## src/rtl/dmem_access_ctrl.sv

```systemverilog
// dmem_access_ctrl: memory-stage load/store bus controller with pipeline stall and lane-aligned read data
// Ports: clk_i/reset_i (sync, active-high); memory-stage inputs valid_m_i, mem_write_m_i, mem_read_m_i,
//   alu_result_m_i, write_data_m_i, width_src_m_i, hold_m_i; bus side bus_req_o/bus_gnt_i,
//   bus_we_o, bus_addr_o, bus_wdata_o, bus_be_o, bus_rvalid_i, bus_rdata_i; results read_data_m_o,
//   stall_mem_o, misaligned_o, bus_err_o.
// Optional feature: define DMEM_TIMEOUT_EN for a TIMEOUT_CYCLES watchdog on REQ/RESP.
module dmem_access_ctrl #(
  parameter int TIMEOUT_CYCLES = 256
) (
  input  logic        clk_i,
  input  logic        reset_i,
  input  logic        valid_m_i,
  input  logic        mem_write_m_i,
  input  logic        mem_read_m_i,
  input  logic [31:0] alu_result_m_i,
  input  logic [31:0] write_data_m_i,
  input  logic [2:0]  width_src_m_i,
  input  logic        hold_m_i,
  input  logic        bus_gnt_i,
  input  logic        bus_rvalid_i,
  input  logic [31:0] bus_rdata_i,
  output logic        bus_req_o,
  output logic        bus_we_o,
  output logic [31:0] bus_addr_o,
  output logic [31:0] bus_wdata_o,
  output logic [3:0]  bus_be_o,
  output logic [31:0] read_data_m_o,
  output logic        stall_mem_o,
  output logic        misaligned_o,
  output logic        bus_err_o
);
  typedef enum logic [1:0] {IDLE, REQ, RESP, DONE} state_t;
  state_t r_state, w_next;
  logic [1:0]  w_off;
  logic        w_access, w_wr, w_mis, w_start, w_busy, w_to, w_unused;
  logic [3:0]  w_be;
  logic [31:0] w_wdata;
  logic        r_mis;
  logic [31:0] r_rdata;
  assign w_off    = alu_result_m_i[1:0];
  assign w_access = valid_m_i & (mem_read_m_i | mem_write_m_i);
  assign w_wr     = mem_write_m_i;
  // width code follows funct3: [1:0] 00 byte, 01 half, 1x word; bit 2 (unsigned) only matters to width reduction
  assign w_mis    = width_src_m_i[1] ? |w_off : width_src_m_i[0] & w_off[0];
  assign w_be     = width_src_m_i[1] ? 4'hF : width_src_m_i[0] ? 4'b0011 << w_off : 4'b0001 << w_off;
  assign w_wdata  = width_src_m_i[1] ? write_data_m_i :
                    width_src_m_i[0] ? {2{write_data_m_i[15:0]}} : {4{write_data_m_i[7:0]}};
  assign w_start  = r_state == IDLE & w_access;
  assign w_busy   = r_state == REQ | r_state == RESP;
`ifdef DMEM_TIMEOUT_EN
  localparam int CW = $clog2(TIMEOUT_CYCLES + 1);
  logic [CW-1:0] r_cnt;
  logic          r_err;
  // abort only when the last allowed cycle passes without the awaited handshake
  assign w_to = w_busy & r_cnt == CW'(TIMEOUT_CYCLES - 1) & ~(r_state == REQ ? bus_gnt_i : bus_rvalid_i);
  always_ff @(posedge clk_i) begin
    if (reset_i) begin
      r_cnt <= '0;
      r_err <= 1'b0;
    end else begin
      r_cnt <= w_next != r_state ? '0 : r_cnt + CW'(w_busy);
      r_err <= w_to;
    end
  end
  assign bus_err_o = r_err;
  assign w_unused  = width_src_m_i[2];
`else
  assign w_to      = 1'b0;
  assign bus_err_o = 1'b0;
  assign w_unused  = &{1'b0, width_src_m_i[2], TIMEOUT_CYCLES != 0};
`endif
  always_comb begin
    w_next = r_state;
    unique case (r_state)
      IDLE:    if (w_access) w_next = w_mis ? DONE : REQ;
      REQ:     if (bus_gnt_i) w_next = w_wr ? DONE : RESP; else if (w_to) w_next = DONE;
      RESP:    if (bus_rvalid_i | w_to) w_next = DONE;
      default: if (!hold_m_i) w_next = IDLE;
    endcase
  end
  always_ff @(posedge clk_i) begin
    if (reset_i) begin
      r_state <= IDLE;
      r_mis   <= 1'b0;
      r_rdata <= '0;
    end else begin
      r_state <= w_next;
      r_mis   <= w_start & w_mis;
      r_rdata <= (w_start & w_mis) | w_to ? '0 :
                 r_state == RESP & bus_rvalid_i ? bus_rdata_i >> {w_off, 3'b000} : r_rdata;
    end
  end
  assign bus_req_o     = r_state == REQ;
  assign bus_we_o      = bus_req_o & w_wr;
  assign bus_addr_o    = bus_req_o ? {alu_result_m_i[31:2], 2'b00} : '0;
  assign bus_be_o      = bus_req_o ? w_be : '0;
  assign bus_wdata_o   = bus_req_o ? w_wdata : '0;
  assign stall_mem_o   = w_start & ~w_mis | w_busy;
  assign read_data_m_o = r_rdata;
  assign misaligned_o  = r_mis;
endmodule

```

## config.mk

```make
export PLATFORM = sky130hd
export DESIGN_NAME = dmem_access_ctrl
export DESIGN_NICKNAME = d
export VERILOG_FILES = /design/src/rtl/dmem_access_ctrl.sv
export SDC_FILE = /design/constraint.sdc
export NUM_CORES = 1
export LEC_CHECK = 0
export ABC_AREA = 0
export BUFFER_PORTS_ARGS = -buffer_cell sky130_fd_sc_hd__clkbuf_2
export CAP_MARGIN = 20
export CORE_MARGIN = 5
export CORE_UTILIZATION = 43
export DETAILED_ROUTE_END_ITERATION = 10
export PLACE_DENSITY = 0.94
export SYNTH_ARGS = -nofsm -noshare
export SYNTH_HDL_FRONTEND = slang
export SYNTH_SLANG_ARGS = --single-unit
```

## constraint.sdc

```tcl
create_clock -name clk_i -period 3.05 [get_ports clk_i]
set_input_delay 0.1525 -clock clk_i [delete_from_list [all_inputs] [get_ports clk_i]]
set_output_delay 0.1525 -clock clk_i [all_outputs]
set_load 0.005 [all_outputs]
```

Yosys cells after proc, flatten, opt, wreduce, memory -nomap -nowiden. Index checks and enable logic that the tools add are counted.

Flip-flop bits (word level): 35. Latch bits: 0. Bits in writable memories: 0. Memory bits (read-only): 0. Output and inout bits: 105. Word-level logic and storage cells: 42. Memories: 0.

Add/sub/neg operators: 0. Multiply operators: 0. Divide/modulo/power cells: 0. Order comparisons: 0. Eq/ne operators: 6. Shift-type cells: 3. Muxes and demuxes: 15. Bitwise operators: 11. Reduce and logical (&&, ||, !) cells: 4.

Operator list (number): two-way mux 32 bit (4); >> shifter 32 x 5 -> 32 bit (1); two-way mux 4 bit (3); two-way mux 2 bit (5); bitwise AND 1 bit (7); != test 2 bit (second input constant) (3); case mux 2 bit (3 select lines) (1); != test 4 x 1 -> 1 bit (second input constant) (1); AND reduction 4 bit (1); OR reduction 2 bit (2); << shifter 1 x 2 -> 4 bit (first input constant) (1); << shifter 2 x 2 -> 4 bit (first input constant) (1); OR 1 bit (3); == test 2 x 1 -> 1 bit (second input constant) (1); == test 2 bit (second input constant) (1); zero test 2 bit (1); two-way mux 1 bit (2); inverter 1 bit (1).

Depth between registers and ports, before layout. Gate-level depths: netlist (run 1).

Depth in word-level cells: 5. Gate-level depth with buffers: 7.

Worst setup path before layout (run 1). No wires, ideal clock.

Path kind: reg2reg. From: register r_state[0]. To: register r_state[0]. Library setup time: 0.066 ns. Data arrival time: 1.723 ns. Required time: 2.984 ns. Setup slack: 1.261 ns. Stages on the path, launching flop included: 7. Period minus slack after synthesis: 1.789 ns. Cell sequence: dfxtp_1 -> inv_1 -> ha_1 -> nor2b_4 -> a2111o_1 -> or3_1 -> a21oi_2.

Longest elaborated chain between the ends: 3. Elaborated cells between the ends (all ways): 9.

Ends and longest elaborated chain: from (decl) (RTL line 33) `state_t r_state, w_next;`; from (signal assigned) (RTL line 87) `r_state <= w_next;`; == test 2 x 1 -> 1 bit (tied with other cells) (RTL line 74) `unique case (r_state)`; != test 4 x 1 -> 1 bit (no source line) / != test 2 bit (equally long branches); AND reduction 4 bit (no source line).

Several ways; a longest one is shown, not always the timed one. A chain may end at the register's enable or synchronous reset.

Worst setup path after layout (run 1).
From: register r_state[1]. To: output port bus_wdata_o[15].

Longest elaborated chain between the ends: 2.

Ends and longest elaborated chain: == test 2 x 1 -> 1 bit (RTL line 93) `assign bus_req_o = r_state == REQ;`; two-way mux 32 bit (RTL line 97) `assign bus_wdata_o = bus_req_o ? w_wdata : '0;`; to (decl) (RTL line 25) `output logic [31:0] bus_wdata_o,`.

Every way passes these cells.

==> run_results.csv, run 1 <==
group,metric,value,unit
run_status,status,"complete, no violations",
route,dr.pass1.iters,4,
worst_hold_path,hold_path_class,"in -> reg",
die,die_area,0.00768,mm²
worst_hold_path,hold_depth,2,
critical_path,r2r_start,"r_state[0]",
cells_and_area,utilization,63.5,%
critical_path,worstPathRequired,2.90,ns
yosys,ys_ff_latch,35,
sta,fmax,0.451,GHz
sta,hold_violations,0,
global_routing,grt_overflow_total,0,
yosys,synthFlopType,"dfxtp_1",
placement,dp_hpwl,8140,µm
die,fp.dieW,87.6,µm
yosys,avgSynthCellArea,7.83,µm²
critical_path,r2r_slack,1.00,ns
clock_network,clock_latency,0.29,ns
sta,tns,0,ns
cells_and_area,area_delta_synth_final,44.2,%
clock_network,numCtsBuffers,5,
clock_network,clk_pin_slew,0.07,ns
cells_and_area,fin_nets,634,
placement,numPortBuffers,207,
sta,slew_viol_final,0,
critical_path,critPathMaxFanout,44,
die,core.rowCount,28,
clock_network,post_cts_resize_count,0,
power,vdd_drop_max,0.251,mV
clock_network,cts_tree,"done",
critical_path,critPathMaxStageDelay,0.53,ns
global_routing,grt_pass1_vias,2904,
yosys,synth_area,0.00259,mm²
sta,fin_crit_sh,72.7,%
route,vias,3137,
route,routed_wl,9900,µm
critical_path,cp-start-kind,"flip-flop",
clock_network,cts.path.max_buffers,2,
sta,tightest_slew,0.740,ns
critical_path,r2r_end,"read_data_m_o[15]",
worst_hold_path,hold_start,"reset_i",
power,power_density,464,mW/mm²
cells_and_area,n_antenna_cell,0,
clock_network,postCtsSetupBuffers,0,
clock_network,h-tree-depth,2,
die,die_y,87.6,µm
critical_path,cp_cell_sequence,"inv_1 -> ha_1 -> buf_4 -> a21boi_1 -> clkbuf_2",
global_routing,antenna_found_initial,0,
global_routing,grt_usage,24.8,%
route,via_per_inst,5.25,
sta,whs,0.0729,ns
die,start_util,44.0,%
critical_path,critical-path-slowest-cell,"ha_1",
yosys,synth_cells,331,
clock_network,cts.sinks,35,
sta,slew_headroom,50.5,%
route,drt_iter0_markers,225,
yosys,synthDistinctLibCells,38,
die,ioPinCount,212,
critical_path,arrival,2.06,ns
yosys,synth_warnings,0,
sta,rsz0062_at_grt,"no",
placement,place.gp.congestion,0.926,
critical_path,reg2reg_depth,7,
sta,fin_crit,2.22,ns
route,avgRoutedWirePerCell,16.6,µm
worst_hold_path,holdPathEnd,"r_state[0]",
route,ant_nets,0,
route,drc,0,
flow_run,cap_violations,0,
yosys,yosysSeqAreaShare,27.0,%
critical_path,end_kind,"output port",
clock_network,hold_buffers,0,
sta,finalClockSkew,0.00585,ns
yosys,synth_edf_count,0,
die,core_area,0.00589,mm²
power,p_leak,0.00193,µW
yosys,synth-async-reset-ratio,0,%
critical_path,critical_path_class,"reg -> out",
global_routing,grt_max_degree,45,
clock_network,cts_root_buffer,"clkbuf_8",
cells_and_area,drive_gt1_share,42.9,%
power,finalPower,1730,µW
sta,finalSetupViolations,0,
global_routing,grt_pass1_wl,15100,µm
-- power breakdown --
group          switching, µW  total (µW)  internal [µW]
sequential              29.5         528            499
combinational            436         827            391
clock                    172         378            205
-- worst max-delay path: cells and delay by family, from the launching register on --
kind            cells  cell delay, ns
flops               1            0.34
fa+ha+maj           1            0.53
buf+inv             3            0.68
compound gates      1            0.22
-- state kept, by name, indices dropped and copies added, names as in the netlist --
register and count:
read_data_m_o 32, r_state 2, misaligned_o 1
-- synthesized netlist by cell type (3+ instances only) --
master / n / area share [%]
mux2_1: 11 / 4.8
a21boi_1: 8 / 2.3
ha_1: 6 / 2.9
nand2_1: 22 / 3.2
buf_4: 3 / 0.87
mux2i_1: 29 / 11
inv_1: 3 / 0.43
nor3_1: 14 / 2.7
dfxtp_1: 35 / 27
nor2_1: 41 / 5.9
a221oi_1: 8 / 2.7
a21oi_1: 5 / 0.97
and2_1: 48 / 12
o21ai_0: 16 / 3.1
a32oi_1: 3 / 1.0
o21a_1: 3 / 0.87
a211oi_1: 5 / 1.4
buf_2: 9 / 1.7
a22oi_1: 16 / 4.6
clkbuf_1: 17 / 2.5
nor2b_1: 12 / 2.9
-- metal layers --
| metal | global-route usage, % | share of wire, % | vias to the layer above |
|---|---|---|---|
| met2 | 39.7 | 48 | 140 |
| met5 | 0 | 0 | - |
| met3 | 8.18 | 8.9 | 21 |
| li1 | - | - | 1535 |
| met4 | 5.58 | 2.2 | 0 |
| met1 | 32.5 | 41 | 1441 |
-- worst max-delay path by stage --
stage                     depth (start not counted)       start  slack [ns]           endpoint
after CTS                                         5  r_state[1]        0.87    bus_wdata_o[15]
after floorplan                                   6  r_state[0]        1.26         r_state[0]
final                                             5  r_state[1]        0.83    bus_wdata_o[15]
after detailed placement                          7  r_state[0]        1.06  read_data_m_o[15]
after global placement                            7  r_state[0]        1.13  read_data_m_o[15]
after global routing                              5  r_state[1]        0.62    bus_wdata_o[15]
-- stage by stage --
stage	worst slack [ns]	instance area, µm²	cells
after CTS	0.868	3740	597
final	0.833	3740	597
after detailed placement	1.06	3630	589
after global placement	1.13	3630	589
after floorplan	1.26	2600	333
after global routing	0.617	3740	597
-- cell usage in the layout, fill, tap and decap left out, types with 11 or more instances in the layout --
cell and instances:
nand2_1 22, a22oi_1 16, mux2_1 11, dfxtp_1 35, clkbuf_2 207, and2_1 48, nor2_1 41, mux2i_1 29
o21ai_0 16, nor2b_1 12, nor3_1 14
-- cell type report --
| cell class | count | area (µm²) |
|---|---|---|
| fillers | 534 | 2150 |
| multi-input cells | 265 | 1760 |
| repair buffers | 211 | 1070 |
| flip-flops and latches | 35 | 701 |
| clock buffers | 7 | 96.3 |
| well taps | 75 | 93.8 |
| inverters | 3 | 11.3 |
| clock inverters | 1 | 7.51 |
-- logic make-up (layout without fill, tap and decap cells) --
family	count (synthesis)	count (layout)	share of synthesized area, %
AND/OR/NAND/NOR	144	144	28.5
AO/OA/AOI/OAI	72	72	19.7
multiplexers	40	40	16.0
flip-flops	35	35	27.0
buffers and inverters	33	222	5.65
adder cells (fa/ha/maj)	6	6	2.90
other	1	3	0.145
Power figures use the tool's default switching activity.
==> run 2: changes to the inputs <==
--- a/config.mk
+++ b/config.mk
@@ -9,9 +9,9 @@
 export BUFFER_PORTS_ARGS = -buffer_cell sky130_fd_sc_hd__clkbuf_2
 export CAP_MARGIN = 20
 export CORE_MARGIN = 5
-export CORE_UTILIZATION = 43
+export CORE_UTILIZATION = 40
 export DETAILED_ROUTE_END_ITERATION = 10
-export PLACE_DENSITY = 0.94
+export PLACE_DENSITY = 0.88
 export SYNTH_ARGS = -nofsm -noshare
 export SYNTH_HDL_FRONTEND = slang
 export SYNTH_SLANG_ARGS = --single-unit
==> constraint.sdc (replaced) <==
create_clock -name clk_i -period 2.2 [get_ports clk_i]
set_input_delay 0.11 -clock clk_i [delete_from_list [all_inputs] [get_ports clk_i]]
set_output_delay 0.11 -clock clk_i [all_outputs]
set_load 0.005 [all_outputs]
==> run 2 against run 1 <==
Combinational power is 38% higher. Sequential share of layout area is 0.081 points lower. Clock skew is 0.0043 ns higher. Register-to-register slack worse by 0.72 ns. Clock power is 17% higher. Worst setup slack worse by 0.56 ns. Global-route usage is 1.9 points lower. Wire length is 0.65% higher. Die area is 6.6% higher. Flip-flop and latch count stayed put. Non-clock buffer count is 4 higher.
==> run_results.csv, run 2 (synthesized netlist as in run 1, its figures left out) <==
group,metric,value,unit
die,core.rowCount,29,
route,dr.pass1.iters,5,
placement,place_inst,595,
clock_network,cts.path.max_buffers,2,
sta,fin_crit,1.92,ns
critical_path,critPathMaxFanout,6,
cells_and_area,seq_area,701,µm²
global_routing,grt_overflow_total,0,
cells_and_area,largest_reg_flops,32,
clock_network,cts_root_buffer,"clkbuf_8",
clock_network,numCtsBuffers,5,
die,die_area,0.00819,mm²
power,clockPowerShare,19.1,%
power,p_seq_share,31.7,%
critical_path,worstPathRequired,2.43,ns
critical_path,r2r_start,"r_state[0]",
cells_and_area,fin_nets,638,
global_routing,grt_pass1_vias,3041,
route,drt_iter0_markers,190,
critical_path,critical_path_class,"reg -> reg",
clock_network,postCtsSetupBuffers,0,
die,ioPinCount,212,
power,power_density,617,mW/mm²
sta,rsz0062_at_grt,"no",
sta,fin_crit_sh,87.5,%
route,routed_wl,9960,µm
route,drc,0,
cells_and_area,area_delta_synth_final,44.8,%
clock_network,cts_tree,"done",
global_routing,grt_usage,22.9,%
power,p_sw_share,37.1,%
sta,tns,0,ns
clock_network,cts.sinks,35,
placement,dpl_cell_area,0.00366,mm²
critical_path,worstSetupStartpoint,"r_state[0]",
global_routing,grt_pass1_wl,15700,µm
critical_path,cp_cell_sequence,"inv_1 -> ha_1 -> nor2b_4 -> a2111o_1 -> or3_1 -> a21oi_2",
worst_hold_path,hold_path_class,"in -> reg",
die,start_util,41.0,%
sta,slew_viol_final,0,
placement,numPortBuffers,207,
sta,fin_ws,0.275,ns
critical_path,critPathMaxStageDelay,0.43,ns
run_status,status,"complete, no violations",
global_routing,antenna_found_initial,0,
placement,place.gp.congestion,0.904,
die,fp.dieW,90.5,µm
die,die_y,90.5,µm
global_routing,grt_max_degree,63,
sta,finalClockSkew,0.0101,ns
die,core_area,0.00631,mm²
worst_hold_path,hold_start,"reset_i",
clock_network,hold_buffers,0,
power,pwr-share-comb,49.2,%
critical_path,end_kind,"flip-flop",
power,vdd_drop_max,0.327,mV
route,vias,3142,
route,via_per_inst,5.21,
power,finalPower,2320,µW
flow_run,cap_violations,0,
cells_and_area,multi_input_area,0.00176,mm²
cells_and_area,final_common_cell,"clkbuf_2",
critical_path,cp-start-kind,"flip-flop",
sta,tightest_slew,0.581,ns
placement,dp_hpwl,8330,µm
cells_and_area,fin_cells,603,
sta,finalSetupViolations,0,
placement,place_ws,0.229,ns
route,ant_nets,0,
clock_network,post_cts_resize_count,0,
cells_and_area,n_antenna_cell,0,
cells_and_area,mostFrequentLayoutCells,"207 x clkbuf_2, 48 x and2_1, 40 x nor2_1, 35 x dfxtp_1, 29 x mux2i_1",
clock_network,clock_latency,0.28,ns
power,p_leak,0.00194,µW
sta,fmax,0.520,GHz
route,avgRoutedWirePerCell,16.5,µm
power,switching_power,860,µW
critical_path,critical-path-slowest-cell,"a2111o_1",
cells_and_area,num-fill-cells,582,
clock_network,clk_pin_slew,0.07,ns
cells_and_area,drive_gt1_share,43.3,%
power,internal-power,1460,µW
cells_and_area,finalInstanceArea,0.00375,mm²
sta,slew_headroom,61.0,%
sta,hold_violations,0,
clock_network,h-tree-depth,2,
critical_path,arrival,2.15,ns
==> run 2: cell types whose count changed in the layout (fill, tap and decap cells not counted), sizes merged <==
| cell | previous run | this run |
|---|---|---|
| buf | 4 | 8 |
| clkbuf | 214 | 213 |
| clkinv | 0 | 1 |
==> run 2: routing by layer <==
layer	part of all wire (%)	vias up	global-route usage, %
met5	0	-	0
met4	2.5	0	7.07
met3	9.0	21	7.58
met2	47	148	34.6
met1	42	1433	30.7
li1	-	1540	-
==> run 2: critical path: cells and delay by family, from the launching register on <==
kind / cells / cell delay (ns)
flip-flops: 1 / 0.41
AO/OA/AOI/OAI: 2 / 0.56
buffers and inverters: 1 / 0.11
AND/OR/NAND/NOR: 2 / 0.51
adder cells (fa/ha/maj): 1 / 0.27
==> run 2: layout make-up <==
cell class                      count  share of cell area, %
Sequential cell                    35                   18.7
Timing Repair Buffer              215                   29.2
Multi-Input combinational cell    265                   47.0
Inverter                            3                  0.300
Tap cell                           77                   2.57
Clock inverter                      2                  0.333
Clock buffer                        6                   1.93
==> run 2: final timing paths <==
check / slack [ns] / cells past startpoint / end
hold reg to reg: 0.48 / 2 / read_data_m_o[8]
hold / removal: 0.03 / 2 / r_state[0]
setup reg to reg: 0.28 / 6 / r_state[0]
setup / recovery: 0.28 / 6 / r_state[0]
==> run 2: power groups by stage <==
stage | Combinational, µW | Sequential, µW | Clock (µW)
after floorplan | 633 | 743 | 0
after global placement | 1110 | 742 | 0
after detailed placement | 1140 | 749 | 0
after CTS | 1150 | 734 | 453
after global routing | 1260 | 741 | 471
final | 1140 | 734 | 443
==> run 2: stage by stage <==
step / utilization (%) / hold slack [ns]
6_report: 59.4 / 0.0345
3_5_place_dp: 58.0 / 0.329
4_1_cts: 59.4 / 0.0260
3_3_place_gp: 58.0 / 0.327
5_1_grt: 59.4 / 0.0481
2_1_floorplan: - / 0.172
==> run 3: changes to the inputs <==
--- a/config.mk
+++ b/config.mk
@@ -5,13 +5,13 @@
 export SDC_FILE = /design/constraint.sdc
 export NUM_CORES = 1
 export LEC_CHECK = 0
-export ABC_AREA = 0
+export ABC_AREA = 1
 export BUFFER_PORTS_ARGS = -buffer_cell sky130_fd_sc_hd__clkbuf_2
 export CAP_MARGIN = 20
 export CORE_MARGIN = 5
 export CORE_UTILIZATION = 40
 export DETAILED_ROUTE_END_ITERATION = 10
-export PLACE_DENSITY = 0.88
+export PLACE_DENSITY = 0.87
 export SYNTH_ARGS = -nofsm -noshare
 export SYNTH_HDL_FRONTEND = slang
 export SYNTH_SLANG_ARGS = --single-unit
==> run 3 against run 2 <==
Final cell count increased by 20%. Largest power group unchanged. Final area is 2.4% higher. Worst hold slack barely moved. Highest routed layer unchanged. Worst setup slack got worse by 0.043 ns. Synthesized area grew 5.6%. Clock-buffer cell count is 1 lower. Power up 31%. Utilization shrank 2.2 points. Clock power up 32%.
==> run_results.csv, run 3 <==
group,metric,value,unit
clock_network,cts.path.max_buffers,2,
cells_and_area,fin_nets,756,
yosys,synth_cells,453,
die,ioPinCount,212,
sta,whs,0.0344,ns
yosys,synth-async-reset-ratio,0,%
critical_path,path_delay_family,"buffers and inverters",
sta,rsz0062_at_grt,"no",
die,die_y,92.7,µm
worst_hold_path,hold_depth,2,
global_routing,grt.met2_usage,36.6,%
route,via_per_inst,4.93,
sta,fin_crit,1.97,ns
power,power_density,790,mW/mm²
cells_and_area,n_antenna_cell,0,
critical_path,critPathMaxStageDelay,0.42,ns
global_routing,grt_overflow_total,0,
critical_path,r2r_start,"r_state[0]",
route,drt_iter0_markers,226,
route,routed_wl,10200,µm
route,avgRoutedWirePerCell,14.1,µm
cells_and_area,num-fill-cells,658,
global_routing,grt_usage,22.4,%
worst_hold_path,hold_path_class,"in -> reg",
clock_network,numCtsBuffers,5,
flow_run,cap_violations,0,
clock_network,hold_buffers,0,
sta,tns,0,ns
critical_path,cp_num_cells,5,
global_routing,top_usage_layer,"met2",
yosys,synth_area,0.00274,mm²
yosys,ys_top_cells_by_count,"115 x nand2_1, 62 x inv_1, 59 x nor2_1",
die,core_area,0.00672,mm²
die,start_util,40.7,%
clock_network,cts_root_buffer,"clkbuf_8",
global_routing,use_met1,28.0,%
run_status,status,"complete, no violations",
cells_and_area,final_common_cell,"clkbuf_2",
cells_and_area,area_delta_synth_final,40.5,%
clock_network,cts_tree,"done",
critical_path,cp_cell_sequence,"inv_1 -> ha_1 -> inv_1 -> a21oi_1 -> clkbuf_2",
yosys,synthDistinctLibCells,31,
yosys,yosys.area_share.xor_xnor,0,%
critical_path,cp-start-kind,"flip-flop",
yosys,yosysSeqAreaShare,25.6,%
critical_path,reg2reg_depth,9,
sta,hold_violations,0,
sta,finalSetupViolations,0,
critical_path,end_kind,"output port",
route,dr.pass1.iters,5,
sta,fin_crit_sh,89.4,%
yosys,synth_edf_count,0,
global_routing,grt_max_degree,34,
sta,finalClockSkew,0.00778,ns
route,vias,3566,
global_routing,antenna_found_initial,0,
yosys,yosysTopAreaCellShare,25.6,%
die,fp.dieW,92.7,µm
cells_and_area,fin_cells,724,
clock_network,post_cts_resize_count,0,
yosys,synth_warnings,0,
route,ant_nets,0,
critical_path,critPathBufInv,3,
critical_path,critical_path_class,"reg -> out",
clock_network,h-tree-depth,2,
yosys,synthMuxAreaShare,0,%
critical_path,r2r_slack,0.31,ns
critical_path,worstPathRequired,2.09,ns
critical_path,cp-endpoint,"bus_wdata_o[25]",
yosys,ys_ff_latch,35,
critical_path,critical-path-slowest-cell,"ha_1",
power,vdd_drop_max,0.502,mV
yosys,yosysMostFrequentCell,"nand2_1",
global_routing,grt_pass1_vias,3266,
power,p_leak,0.00232,µW
die,core.rowCount,30,
cells_and_area,drive_gt1_share,37.6,%
clock_network,clock_latency,0.29,ns
clock_network,cts.sinks,35,
placement,dp_hpwl,8280,µm
critical_path,worstSetupStartpoint,"r_state[1]",
placement,numPortBuffers,207,
global_routing,grt_pass1_wl,15800,µm
critical_path,critPathMaxFanout,16,
placement,place.gp.congestion,0.910,
cells_and_area,mostFrequentLayoutCells,"207 x clkbuf_2, 115 x nand2_1, 62 x inv_1, 59 x nor2_1, 46 x o21ai_0",
yosys,yosys.area.top_type,"dfxtp_1",
yosys,synth_top_family_by_area,"simple AND/OR/NAND/NOR gates",
critical_path,r2r_end,"read_data_m_o[12]",
yosys,yosys.area_share.simple,31.8,%
critical_path,cp_common_cell,"inv_1",
yosys,synth-compound-area-share,23.0,%
yosys,avgSynthCellArea,6.04,µm²
route,drc,0,
die,die_area,0.00860,mm²
clock_network,clk_pin_slew,0.07,ns
placement,place_inst,716,
yosys,synth_area_leaders,"dfxtp_1 26%, nand2_1 16%, inv_1 8.5%",
clock_network,postCtsSetupBuffers,0,
yosys,synthAdderAreaFrac,2.74,%
critical_path,arrival,1.86,ns
cells_and_area,largest_reg_flops,32,
sta,slew_viol_final,0,
yosys,synthFlopType,"dfxtp_1",
sta,fmax,0.508,GHz
global_routing,grt_util_met3,6.58,%
==> run 3: cell types whose count changed after synthesis, moves of 9 or more <==
cell / change
inv_1: +59
a21oi_1: +39
and2_1: -48
nand3_1: +9
nor3_1: -14
mux2i_1: -29
nor2_1: +18
a22oi_1: -10
clkbuf_1: -9
mux2_1: -11
nand2_1: +93
nor2b_1: -12
o21ai_0: +30
==> run 3: cell families after synthesis <==
kind of cell | Yosys count
flip-flops | 35
other | 1
AND/OR/NAND/NOR | 202
adder cells (fa/ha/maj) | 6
AO/OA/AOI/OAI | 111
buffers and inverters | 98
==> run 3: area by class of cell <==
type                            instances  area (µm²)  share of cell area (%)
Clock inverter                          3        43.8                    1.14
Timing Repair Buffer                  212        1070                    27.9
Sequential cell                        35         701                    18.2
Multi-Input combinational cell        322        1590                    41.3
Inverter                               67         269                    7.00
Tap cell                               80         100                    2.60
Clock buffer                            5        68.8                    1.79
==> run 3: how the worst min path moves through the flow <==
stage | start | endpoint | slack, ns
after floorplan | reset_i | r_state[0] | 0.18
after global placement | reset_i | r_state[0] | 0.32
after detailed placement | reset_i | r_state[1] | 0.34
after CTS | reset_i | r_state[1] | 0.03
after global routing | reset_i | r_state[0] | 0.03
final | reset_i | r_state[1] | 0.03
==> run 3: where the power goes <==
group	switching [µW]	total, µW	internal, µW
clock network	248	585	337
logic	1040	1710	674
registers	47.9	741	693
total	1330	3040	1700
==> run 3: worst reg2reg max path, stage by stage (launching register included) <==
cell and delay (ns):
dfxtp_1 0.41, inv_1 0.11, ha_1 0.27, nand2_4 0.24, inv_4 0.10, nand2_4 0.11
clkinv_4 0.18, o21ai_0 0.21, o21ai_0 0.10, nor2_1 0.10
==> run 3: stage by stage <==
step                setup slack (ns)  cell area (µm²)  utilization [%]  power, µW
detailed placement             0.329             3730             55.5       2470
CTS                            0.205             3840             57.2       3060
global placement               0.405             3730             55.5       2420
finish                         0.233             3840             57.2       3040
floorplan                      0.712             2740                -       1760
global route                  0.0235             3840             57.2       3290
==> run 3: per-layer routing <==
layer  vias up  wire, µm
li1       1789         -
met1      1588      4140
met2       167      4920
met3        22       891
met4         0       247
met5         -         0
